$ cat src/rtl/sequential_unary_nand.sv
// Multi-cycle N-bit NAND reduction (out_c = ~&in_a), W bits per cycle, valid/ready on both sides.
// Optional early termination on the first chunk containing a zero: SEQUENTIAL_UNARY_NAND_EARLY_EXIT_EN.
module sequential_unary_nand #(
    parameter int unsigned N = 64,
    parameter int unsigned W = 8
) (
    input  logic         clk,
    input  logic         rst,
    input  logic         in_valid,
    output logic         in_ready,
    input  logic [N-1:0] in_a,
    output logic         out_valid,
    input  logic         out_ready,
    output logic         out_c,
    output logic         busy
);

    localparam int unsigned K  = (N + W - 1) / W;
    localparam int unsigned PW = K * W;
    localparam int unsigned CW = $clog2(K + 1);

    typedef enum logic [1:0] {
        IDLE = 2'd0,
        RUN  = 2'd1,
        DONE = 2'd2
    } state_t;

    state_t          state_q, state_d;
    logic [PW-1:0]   op_q, op_d;
    logic [CW-1:0]   cnt_q, cnt_d;
    logic            acc_q, acc_d;
    logic            out_valid_q, out_valid_d;
    logic            out_c_q, out_c_d;

    logic [PW-1:0]   op_ext;
    logic            chunk_all1;
    logic            last_chunk;
    logic            finish;

    // State and datapath registers; reset aborts any operation in flight.
    always_ff @(posedge clk or posedge rst) begin
        if (rst) begin
            state_q     <= IDLE;
            op_q        <= '0;
            cnt_q       <= '0;
            acc_q       <= 1'b1;
            out_valid_q <= 1'b0;
            out_c_q     <= 1'b0;
        end else begin
            state_q     <= state_d;
            op_q        <= op_d;
            cnt_q       <= cnt_d;
            acc_q       <= acc_d;
            out_valid_q <= out_valid_d;
            out_c_q     <= out_c_d;
        end
    end

    // Operand is shifted right one chunk per RUN edge, so the current chunk is always the low W bits.
    always_comb begin
        op_ext         = '1;
        op_ext[N-1:0]  = in_a;
        chunk_all1     = &op_q[W-1:0];
        last_chunk     = (cnt_q == CW'(K - 1));
`ifdef SEQUENTIAL_UNARY_NAND_EARLY_EXIT_EN
        finish         = last_chunk || !chunk_all1;
`else
        finish         = last_chunk;
`endif

        state_d     = state_q;
        op_d        = op_q;
        cnt_d       = cnt_q;
        acc_d       = acc_q;
        out_valid_d = out_valid_q;
        out_c_d     = out_c_q;

        case (state_q)
            IDLE: begin
                if (in_valid) begin
                    op_d    = op_ext;
                    acc_d   = 1'b1;
                    cnt_d   = '0;
                    state_d = RUN;
                end
            end
            RUN: begin
                acc_d = acc_q & chunk_all1;
                cnt_d = cnt_q + CW'(1);
                op_d  = op_q >> W;
                if (finish) begin
                    out_c_d     = ~(acc_q & chunk_all1);
                    out_valid_d = 1'b1;
                    state_d     = DONE;
                end
            end
            DONE: begin
                if (out_ready) begin
                    out_valid_d = 1'b0;
                    state_d     = IDLE;
                end
            end
            default: begin
                state_d = IDLE;
            end
        endcase
    end

    assign in_ready  = (state_q == IDLE) && !rst;
    assign busy      = (state_q != IDLE);
    assign out_valid = out_valid_q;
    assign out_c     = out_c_q;

endmodule

$ cat config.mk
export PLATFORM = sky130hd
export DESIGN_NAME = sequential_unary_nand
export DESIGN_NICKNAME = d
export VERILOG_FILES = /design/src/rtl/sequential_unary_nand.sv
export SDC_FILE = /design/constraint.sdc
export NUM_CORES = 1
export LEC_CHECK = 0
export ABC_CLOCK_PERIOD_IN_PS = 4100
export BUFFER_PORTS_ARGS = -buffer_cell sky130_fd_sc_hd__buf_2
export CORE_MARGIN = 2
export CORE_UTILIZATION = 45
export CTS_CLUSTER_DIAMETER = 80
export DETAILED_ROUTE_END_ITERATION = 12
export GPL_TIMING_DRIVEN = 0
export HOLD_SLACK_MARGIN = 0.06
export PLACE_DENSITY = 0.65
export SLEW_MARGIN = 20
export SYNTH_ARGS = -nofsm -noshare
export SYNTH_HDL_FRONTEND = slang
export SYNTH_SLANG_ARGS = --single-unit
$ cat constraint.sdc
create_clock -name clk -period 4.1 [get_ports clk]
set_input_delay 0 -clock clk [delete_from_list [all_inputs] [get_ports clk]]
set_output_delay 0 -clock clk [all_outputs]
set_load 0.02 [all_outputs]
==> results of run 1 <==
==> logic make-up (layout without fill, tap and decap cells) <==
family,after synthesis,in the layout,share of synthesized area
multiplexers,1,1,0.00272
flip-flops,73,73,0.497
buffers and inverters,39,193,0.0589
adder cells (fa/ha/maj),1,1,0.00340
AND/OR/NAND/NOR,81,81,0.134
AO/OA/AOI/OAI,188,188,0.304
==> layer usage <==
metal	vias up	global-route usage	part of all wire
li1	1686	-	-
met1	1738	0.350	0.46
met2	120	0.402	0.48
met3	16	0.0319	0.045
met4	0	0.0930	0.020
met5	-	0	0
==> critical path: cells and delay by family (launching register included) <==
family | cells | cell delay [ps]
buffers and inverters | 3 | 800
flip-flops | 1 | 330
AO/OA/AOI/OAI | 2 | 280
==> sequential cells by signal, indices dropped and copies added (netlist names) <==
name       flops
cnt_q          4
out_valid      1
out_c          1
state_q        2
op_q          64
acc_q          1
==> per-stage QoR <==
stage	hold slack (ps)	cells	instance area (um^2)
after global routing	247	639	5090
after global placement	206	556	4160
after detailed placement	33.8	557	4190
after CTS	207	639	5090
after floorplan	79.8	383	3680
final	209	639	5090
==> power groups by stage <==
stage / logic, mW / registers (mW) / clock network (mW)
after floorplan: 0.703 / 1.13 / 0
after global placement: 0.909 / 1.20 / 0
after detailed placement: 0.936 / 1.21 / 0
after CTS: 0.988 / 1.20 / 0.700
after global routing: 1.12 / 1.23 / 0.733
final: 0.988 / 1.20 / 0.694
==> final cells by class <==
type | instances | share of cell area
Clock inverter | 6 | 0.0206
Inverter | 3 | 0.00270
Sequential cell | 73 | 0.359
Multi-Input combinational cell | 271 | 0.321
Buffer | 36 | 0.0403
Tap cell | 102 | 0.0251
Timing Repair Buffer | 138 | 0.205
Clock buffer | 10 | 0.0270
==> worst min path at each step <==
stage / to / cells after the start / start / slack [ps]
2_1_floorplan: in_ready / 1 / rst / 80
3_3_place_gp: state_q[1] / 2 / out_ready / 210
3_5_place_dp: state_q[1] / 2 / rst / 30
4_1_cts: out_valid / 3 / rst / 210
5_1_grt: out_valid / 3 / rst / 250
6_report: out_valid / 3 / rst / 210
==> cells in the final DEF, fill, tap and decap left out, drive strengths merged <==
master / instances
o21ba: 1
a22oi: 56
dfstp: 1
buf: 96
dfrtp: 72
nand2: 8
a41oi: 1
inv: 3
clkinv: 3
or2: 1
o21ai: 62
or3: 1
mux2i: 1
dlygate4sd3: 66
nand4: 2
o21bai: 1
and2b: 9
nand2b: 2
clkbuf: 22
and2: 1
ha: 1
nand3: 3
and3b: 1
nor2b: 50
a21oi: 60
nor2: 3
a22o: 7
bufinv: 3
==> repair_timing <==
action | in CTS | in global routing
hold endpoints to repair | 138 | 0
hold buffers | 66 | 0
gates resized for setup | 0 | 0
==> impl_metrics.ini, run 1 <==
[status]
status = completed

[power]
swShare = 0.357
power.density_nw_per_um2 = 567
p_total_mw = 2.89
switching_power_mw = 1.03
peakVddDrop_uv = 243
p_leak_nw = 2.26
seqPwrFrac = 0.417
combPwrFrac = 0.342
p_int_mw = 1.86
power.clock.fraction = 0.240

[timing]
finalSetupViolations = 0
finalCritPeriodShare = 0.361
drv_slew = 0
totalNegativeSetupSlack_ps = 0
setup_ws_ps = 2620
rsz0062_at_grt = no
relSlewSlack = 0.643
final.min_clock_period_ps = 1480
tightest_slew_ps = 536
finalClockSkew_ps = 5.68
clock.fmax_mhz = 675
hold_viol_final = 0

[floorplanning]
fp.dieW_um = 94.4
die-area_um2 = 8910
die_h_um = 94.4
rows = 32
core_area_um2 = 7810
initial_utilization = 0.471
io_pins = 72

[synthesis]
syn_area_um2 = 3680
synth-main-ff-cell = dfrtp_1
synthTopCellsByCount = 72 x dfrtp_1, 60 x a21oi_1, 56 x a22oi_1
postSynthAreaPerCell_um2 = 9.60
yosysSeqAreaShare = 0.497
ys_ff_latch = 73
yosysTopAreaCell = dfrtp_1
syn-num-nets = 452
synthTopCellsByArea = dfrtp_1 49%, a22oi_1 11%, nor2b_1 8.3%, a21oi_1 8.2%, o21ai_0 4.9%
async_flop_share = 1.00
synth.most_common_cell = dfrtp_1
synth.distinct_cells = 30
yosysTopAreaCellShare = 0.490
synth_cells = 383
synth_warnings = 0
synth_edf_count = 0

[worst_setup_path]
rrSetupSlack_ps = 2620
crit_path_cell_trace = buf_4 > buf_4 > clkbuf_1 > a22oi_1 > o21ai_1
worstReg2RegStart = state_q[1]
critPathMaxFanout = 10
critPathSlowestCell = clkbuf_1
worst_path_most_repeated_cell = buf_4
required_ps = 4360
r2r_end = op_q[4]
r2r_cells = 5
cp-startpoint = state_q[1]
cp_slowest_stage_delay_ps = 440
arrival_ps = 1750
start_kind = flip-flop
end_kind = flip-flop
cp-endpoint = op_q[4]
critPathKind = reg -> reg

[drt]
vias = 3560
ant_nets = 0
drtPass1Iterations = 5
remaining_drc_errors = 0
post_drt_wl_per_cell_um = 16.6
viasPerCell = 5.57
drt_iter0_markers = 179
totalWireLength_mm = 10.6

[clock_network]
cts_setup_buffers = 0
cts_buffers = 9
clock-sinks = 73
htree_levels = 3
cts_tree = built
clock_latency_ps = 340
cts_buffer_depth = 2
cts_root_buf = clkbuf_8
clkSlewWorstSetupHoldPaths_ps = 80

[placed_design]
place_congestion = 0.794
dp_hpwl_mm = 6.78
io_buffers = 71
dp_slack_ps = 2650

[global_routing]
grt_pass1_wl_mm = 17.4
grt_pass1_vias = 3500
grt_max_degree = 46
gr-usage-all-layers = 0.251
overflow = 0
antenna_found_initial = 0

[flow_run]
maxCapViolCount = 0

[layout]
final_core_util = 0.652
fillers = 616
area_growth_pct = 38.5
multi_input_area_um2 = 1630
seq_area_um2 = 1830
fin_nets = 601
drive_above_1_share = 0.214
diodes = 0

[min_path]
hold_path.class = in -> async
(Power assumes the default switching activity.)
==> run 2: changes to the inputs <==
- ABC_CLOCK_PERIOD_IN_PS: 4100 -> 1270
- PLACE_DENSITY: 0.65 -> 0.68
- clock period: 4.1 -> 1.27 ns (I/O delays scaled with it)
==> run 2 against run 1 <==
Against the previous run: the flow now finishes with violations (setup timing); sequential power increased to 3.4 times the previous value; global-route usage rose by 0.94 points; sequential share of layout area fell by 3.8 points; clock skew is 1.2 ps higher; utilization up 7.7 points; die area unchanged; critical path type is now reg -> out; critical endpoint is now in_ready; largest cell class is now multi-input gates.
==> impl_metrics.ini, run 2 (synthesized netlist as in run 1, its figures left out) <==
[placed_design]
io_buffers = 71
dp_slack_ps = -171
dp_hpwl_mm = 6.83
place_congestion = 0.820

[worst_setup_path]
start_kind = flip-flop
required_ps = 1270
critPathKind = reg -> out
arrival_ps = 1320
end_kind = primary output
critPathMaxFanout = 6

[power]
p_total_mw = 10.5
swShare = 0.384
seqPwrFrac = 0.392
power.clock.fraction = 0.161
peakVddDrop_uv = 846
power.density_nw_per_um2 = 1840
switching_power_mw = 4.02
p_int_mw = 6.44
p_leak_nw = 2.42
combPwrFrac = 0.447

[layout]
area_growth_pct = 55.0
layout_common_cells = 73 x buf_2, 72 x dfrtp_1, 66 x dlygate4sd3_1
seq_area_um2 = 1830
largest-register = op_q
drive_above_1_share = 0.364
top_regs = op_q (64), cnt_q (4), state_q (2)
layout_commonest_cell = buf_2
largest_reg_flops = 64
fin_nets = 614
fillers = 580
multi_input_area_um2 = 1970
diodes = 0

[timing]
finalClockSkew_ps = 6.91
clock.fmax_mhz = 756
tightest_slew_ps = 579
finalCritPeriodShare = 1.04
rsz0062_at_grt = yes
finalSetupViolations = 27
setup_ws_ps = -52.4
relSlewSlack = 0.613
drv_slew = 0
final.min_clock_period_ps = 1320
hold_viol_final = 0

[clock_network]
cts_root_buf = clkbuf_8
cts_buffers = 9
cts_tree = built
htree_levels = 3
clock_latency_ps = 350
cts_buffer_depth = 2
clkSlewWorstSetupHoldPaths_ps = 80
clock-sinks = 73

[floorplanning]
rows = 32
die-area_um2 = 8910
fp.dieW_um = 94.4
core_area_um2 = 7810
io_pins = 72
initial_utilization = 0.471
die_h_um = 94.4

[drt]
totalWireLength_mm = 11.6
viasPerCell = 5.54
post_drt_wl_per_cell_um = 17.7
ant_nets = 0
remaining_drc_errors = 0
drt_iter0_markers = 180
drtPass1Iterations = 4
vias = 3615

[flow_run]
maxCapViolCount = 0

[global_routing]
grt_pass1_wl_mm = 17.7
grt_pass1_vias = 3632
grt_max_degree = 34
overflow = 0
antenna_found_initial = 0
gr-usage-all-layers = 0.260

[min_path]
hold_path.class = in -> reg

[status]
status = complete, but fails checks
violations = setup timing
## run 2: area by class of cell
| cell class | instances | share of cell area |
|---|---|---|
| Timing Repair Buffer | 151 | 0.214 |
| Clock buffer | 14 | 0.0285 |
| Buffer | 36 | 0.0635 |
| Tap cell | 102 | 0.0224 |
| Sequential cell | 73 | 0.321 |
| Clock inverter | 2 | 0.00220 |
| Inverter | 3 | 0.00264 |
| Multi-Input combinational cell | 271 | 0.346 |
## run 2: final timing paths
path,startpoint,end,slack (ps),depth (start not counted)
max,state_q[1],in_ready,-50,4
min,in_valid,op_q[61],270,4
max reg2reg,state_q[1],op_q[59],-50,5
min reg2reg,out_valid,out_valid,520,2
max in group asynchronous,rst,acc_q,380,4
min in group asynchronous,rst,op_q[61],280,3
## run 2: stage by stage
stage,setup TNS [ps],cells,cell area (um^2),utilization,hold slack (ps)
2_1_floorplan,0,383,3680,-,79.8
3_3_place_gp,-15260,556,4160,0.533,209
3_5_place_dp,-7060,558,4210,0.539,96.3
4_1_cts,-822,645,5460,0.700,258
5_1_grt,-2750,652,5700,0.730,329
6_report,-441,652,5700,0.730,266
## run 2: repair_timing
| action | CTS | global route |
|---|---|---|
| hold endpoints to repair | 87 | 0 |
| hold buffers | 66 | 0 |
| gates resized for setup | 118 | 57 |
| pin swaps | 1 | 2 |
| setup endpoints to repair | 74 | 75 |
| buffers inserted | 3 | 3 |
| cloned | 2 | 4 |
## run 2: power by group through the flow
stage / Clock [mW] / Sequential, mW / Combinational (mW)
floorplan: 0 / 3.66 / 2.27
global placement: 0 / 3.86 / 2.92
detailed placement: 0 / 3.89 / 3.03
CTS: 1.70 / 4.02 / 4.08
global route: 1.79 / 4.18 / 5.07
finish: 1.68 / 4.10 / 4.68
## run 2: critical path, cell delays in order (launching register included)
cell	delay [ps]
dfrtp_1	380
buf_6	140
or2_4	260
nor2_4	80
buf_6	120
## run 2: routing by layer
metal / part of all wire / vias to the layer above / track usage
met4: 0.014 / 0 / 0.100
met1: 0.43 / 1776 / 0.340
li1: - / 1712 / -
met2: 0.51 / 112 / 0.441
met3: 0.044 / 15 / 0.0359
met5: 0 / - / 0
==> run 3: changes to the inputs <==
- CELL_PAD_IN_SITES_DETAIL_PLACEMENT: unset -> 0
- CELL_PAD_IN_SITES_GLOBAL_PLACEMENT: unset -> 1
- CORE_UTILIZATION: 45 -> 38
- PLACE_DENSITY: 0.68 -> 0.74
==> run 3 against run 2 <==
Against the previous run: the run still ends with setup timing left; die area is 18% higher; clock skew is 6.1 ps higher; worst hold slack better by 16 ps; critical path type is now reg -> reg.
==> impl_metrics.ini, run 3 (synthesized netlist as in run 1, its figures left out) <==
[status]
status = complete, but fails checks
violations = setup timing

[clock_network]
htree_levels = 3
cts_buffers = 9
cts_buffer_depth = 2
clkSlewWorstSetupHoldPaths_ps = 90
clock_latency_ps = 360
cts_tree = built
cts_root_buf = clkbuf_8
clock-sinks = 73

[floorplanning]
io_pins = 72
core_area_um2 = 9330
fp.dieW_um = 102
initial_utilization = 0.394
die_h_um = 102
rows = 35
die-area_um2 = 10500

[layout]
diodes = 0
multi_input_area_um2 = 1970
finalNonFillerCells = 685
fin_nets = 620
area_growth_pct = 60.9
largest_reg_flops = 64
final_cell_area_um2 = 5920
layout_commonest_cell = buf_2
top_regs = op_q (64), cnt_q (4), state_q (2)
layout_common_cells = 73 x buf_2, 72 x dfrtp_1, 66 x dlygate4sd3_1
drive_above_1_share = 0.376
final_core_util = 0.634
fillers = 794
largest-register = op_q
seq_area_um2 = 1830

[worst_setup_path]
crit_path_cell_trace = buf_6 > nor2b_4 > buf_6 > buf_12 > clkbuf_16 > a21oi_1 > o21ai_1
start_kind = flip-flop
required_ps = 1540
cp_slowest_stage_delay_ps = 380
end_kind = flip-flop
worst_path_most_repeated_cell = buf_6
critPathMaxFanout = 7
critPathSlowestCell = dfrtp_1
critPathKind = reg -> reg
arrival_ps = 1600
cp_num_buf_inv = 4
cp_top_family = buffers and inverters

[drt]
remaining_drc_errors = 0
drtPass1Iterations = 4
ant_nets = 0
post_drt_wl_per_cell_um = 17.3
totalWireLength_mm = 11.8
vias = 3593
viasPerCell = 5.25
drt_iter0_markers = 200

[placed_design]
dp_slack_ps = -191
place_congestion = 0.803
dp_hpwl_mm = 7.14
dp.cells = 585
place_area_um2 = 4250
io_buffers = 71

[power]
power.density_nw_per_um2 = 1880
p_leak_nw = 2.54
p_total_mw = 11.1
peakVddDrop_uv = 790

[timing]
drv_slew = 0
clock.fmax_mhz = 749
finalClockSkew_ps = 13.0
hold_viol_final = 0
relSlewSlack = 0.539
tightest_slew_ps = 690
finalCritPeriodShare = 1.05
setup_ws_ps = -65.1
final.min_clock_period_ps = 1340
hold_ws_ps = 282
rsz0062_at_grt = yes
finalSetupViolations = 34
totalNegativeSetupSlack_ps = -804

[min_path]
hold_path.class = in -> reg

[global_routing]
grt_pass1_wl_mm = 17.7
grt_max_degree = 29
grt_pass1_vias = 3543
overflow = 0
antenna_found_initial = 0
gr-usage-all-layers = 0.221

[flow_run]
maxCapViolCount = 0
[run 3: cell count changes in the layout (fill, tap and decap cells not counted), moves of 4 or more]
| cell | delta |
|---|---|
| a22oi_2 | -10 |
| a21oi_1 | -11 |
| buf_6 | -10 |
| clkbuf_16 | +4 |
| a22oi_1 | +10 |
| buf_4 | +6 |
| clkbuf_1 | -4 |
| a21oi_2 | +10 |
[run 3: report_power, final]
part	switching [mW]	total, mW	internal (mW)
sequential	0.883	4.04	3.16
clock	0.932	2.09	1.16
combinational	2.27	4.97	2.70
[run 3: path summary, 6_finish.rpt]
path	cells past startpoint	end	startpoint	slack [ps]
max	7	op_q[13]	state_q[1]	-70
min	4	op_q[61]	in_valid	280
max reg2reg	7	op_q[13]	state_q[1]	-70
min reg2reg	2	out_valid	out_valid	510
max in group asynchronous	4	acc_q	rst	370
min in group asynchronous	3	op_q[61]	rst	310
[run 3: routing by layer]
layer	routed length [um]	global-route usage	vias up
met4	153	0.0738	0
met3	384	0.0253	13
met2	5990	0.365	80
met1	5320	0.303	1770
li1	-	-	1730
met5	0	0	-
[run 3: worst register-to-register path, stage by stage (launching register included)]
cell and delay [ps]:
dfrtp_1 380, buf_6 140, nor2b_4 110, buf_6 140, buf_12 140, clkbuf_16 150
a21oi_1 60, o21ai_1 140
[run 3: what timing repair did]
item | in CTS | in global routing
gates cloned | 3 | 8
setup endpoints to repair | 75 | 74
hold buffers | 66 | 0
buffers inserted | 6 | 2
gates resized for setup | 77 | 89
hold endpoints to repair | 92 | 0
pin swaps | 2 | 15
[run 3: final cells by class]
| cell class | count | share of cell area |
|---|---|---|
| multi-input combinational | 271 | 0.333 |
| sequential | 73 | 0.309 |
| timing repair buffer | 158 | 0.235 |
| buffer | 35 | 0.0560 |
| tap | 129 | 0.0273 |
| clock buffer | 11 | 0.0239 |
| clock inverter | 5 | 0.0133 |
| inverter | 3 | 0.00254 |
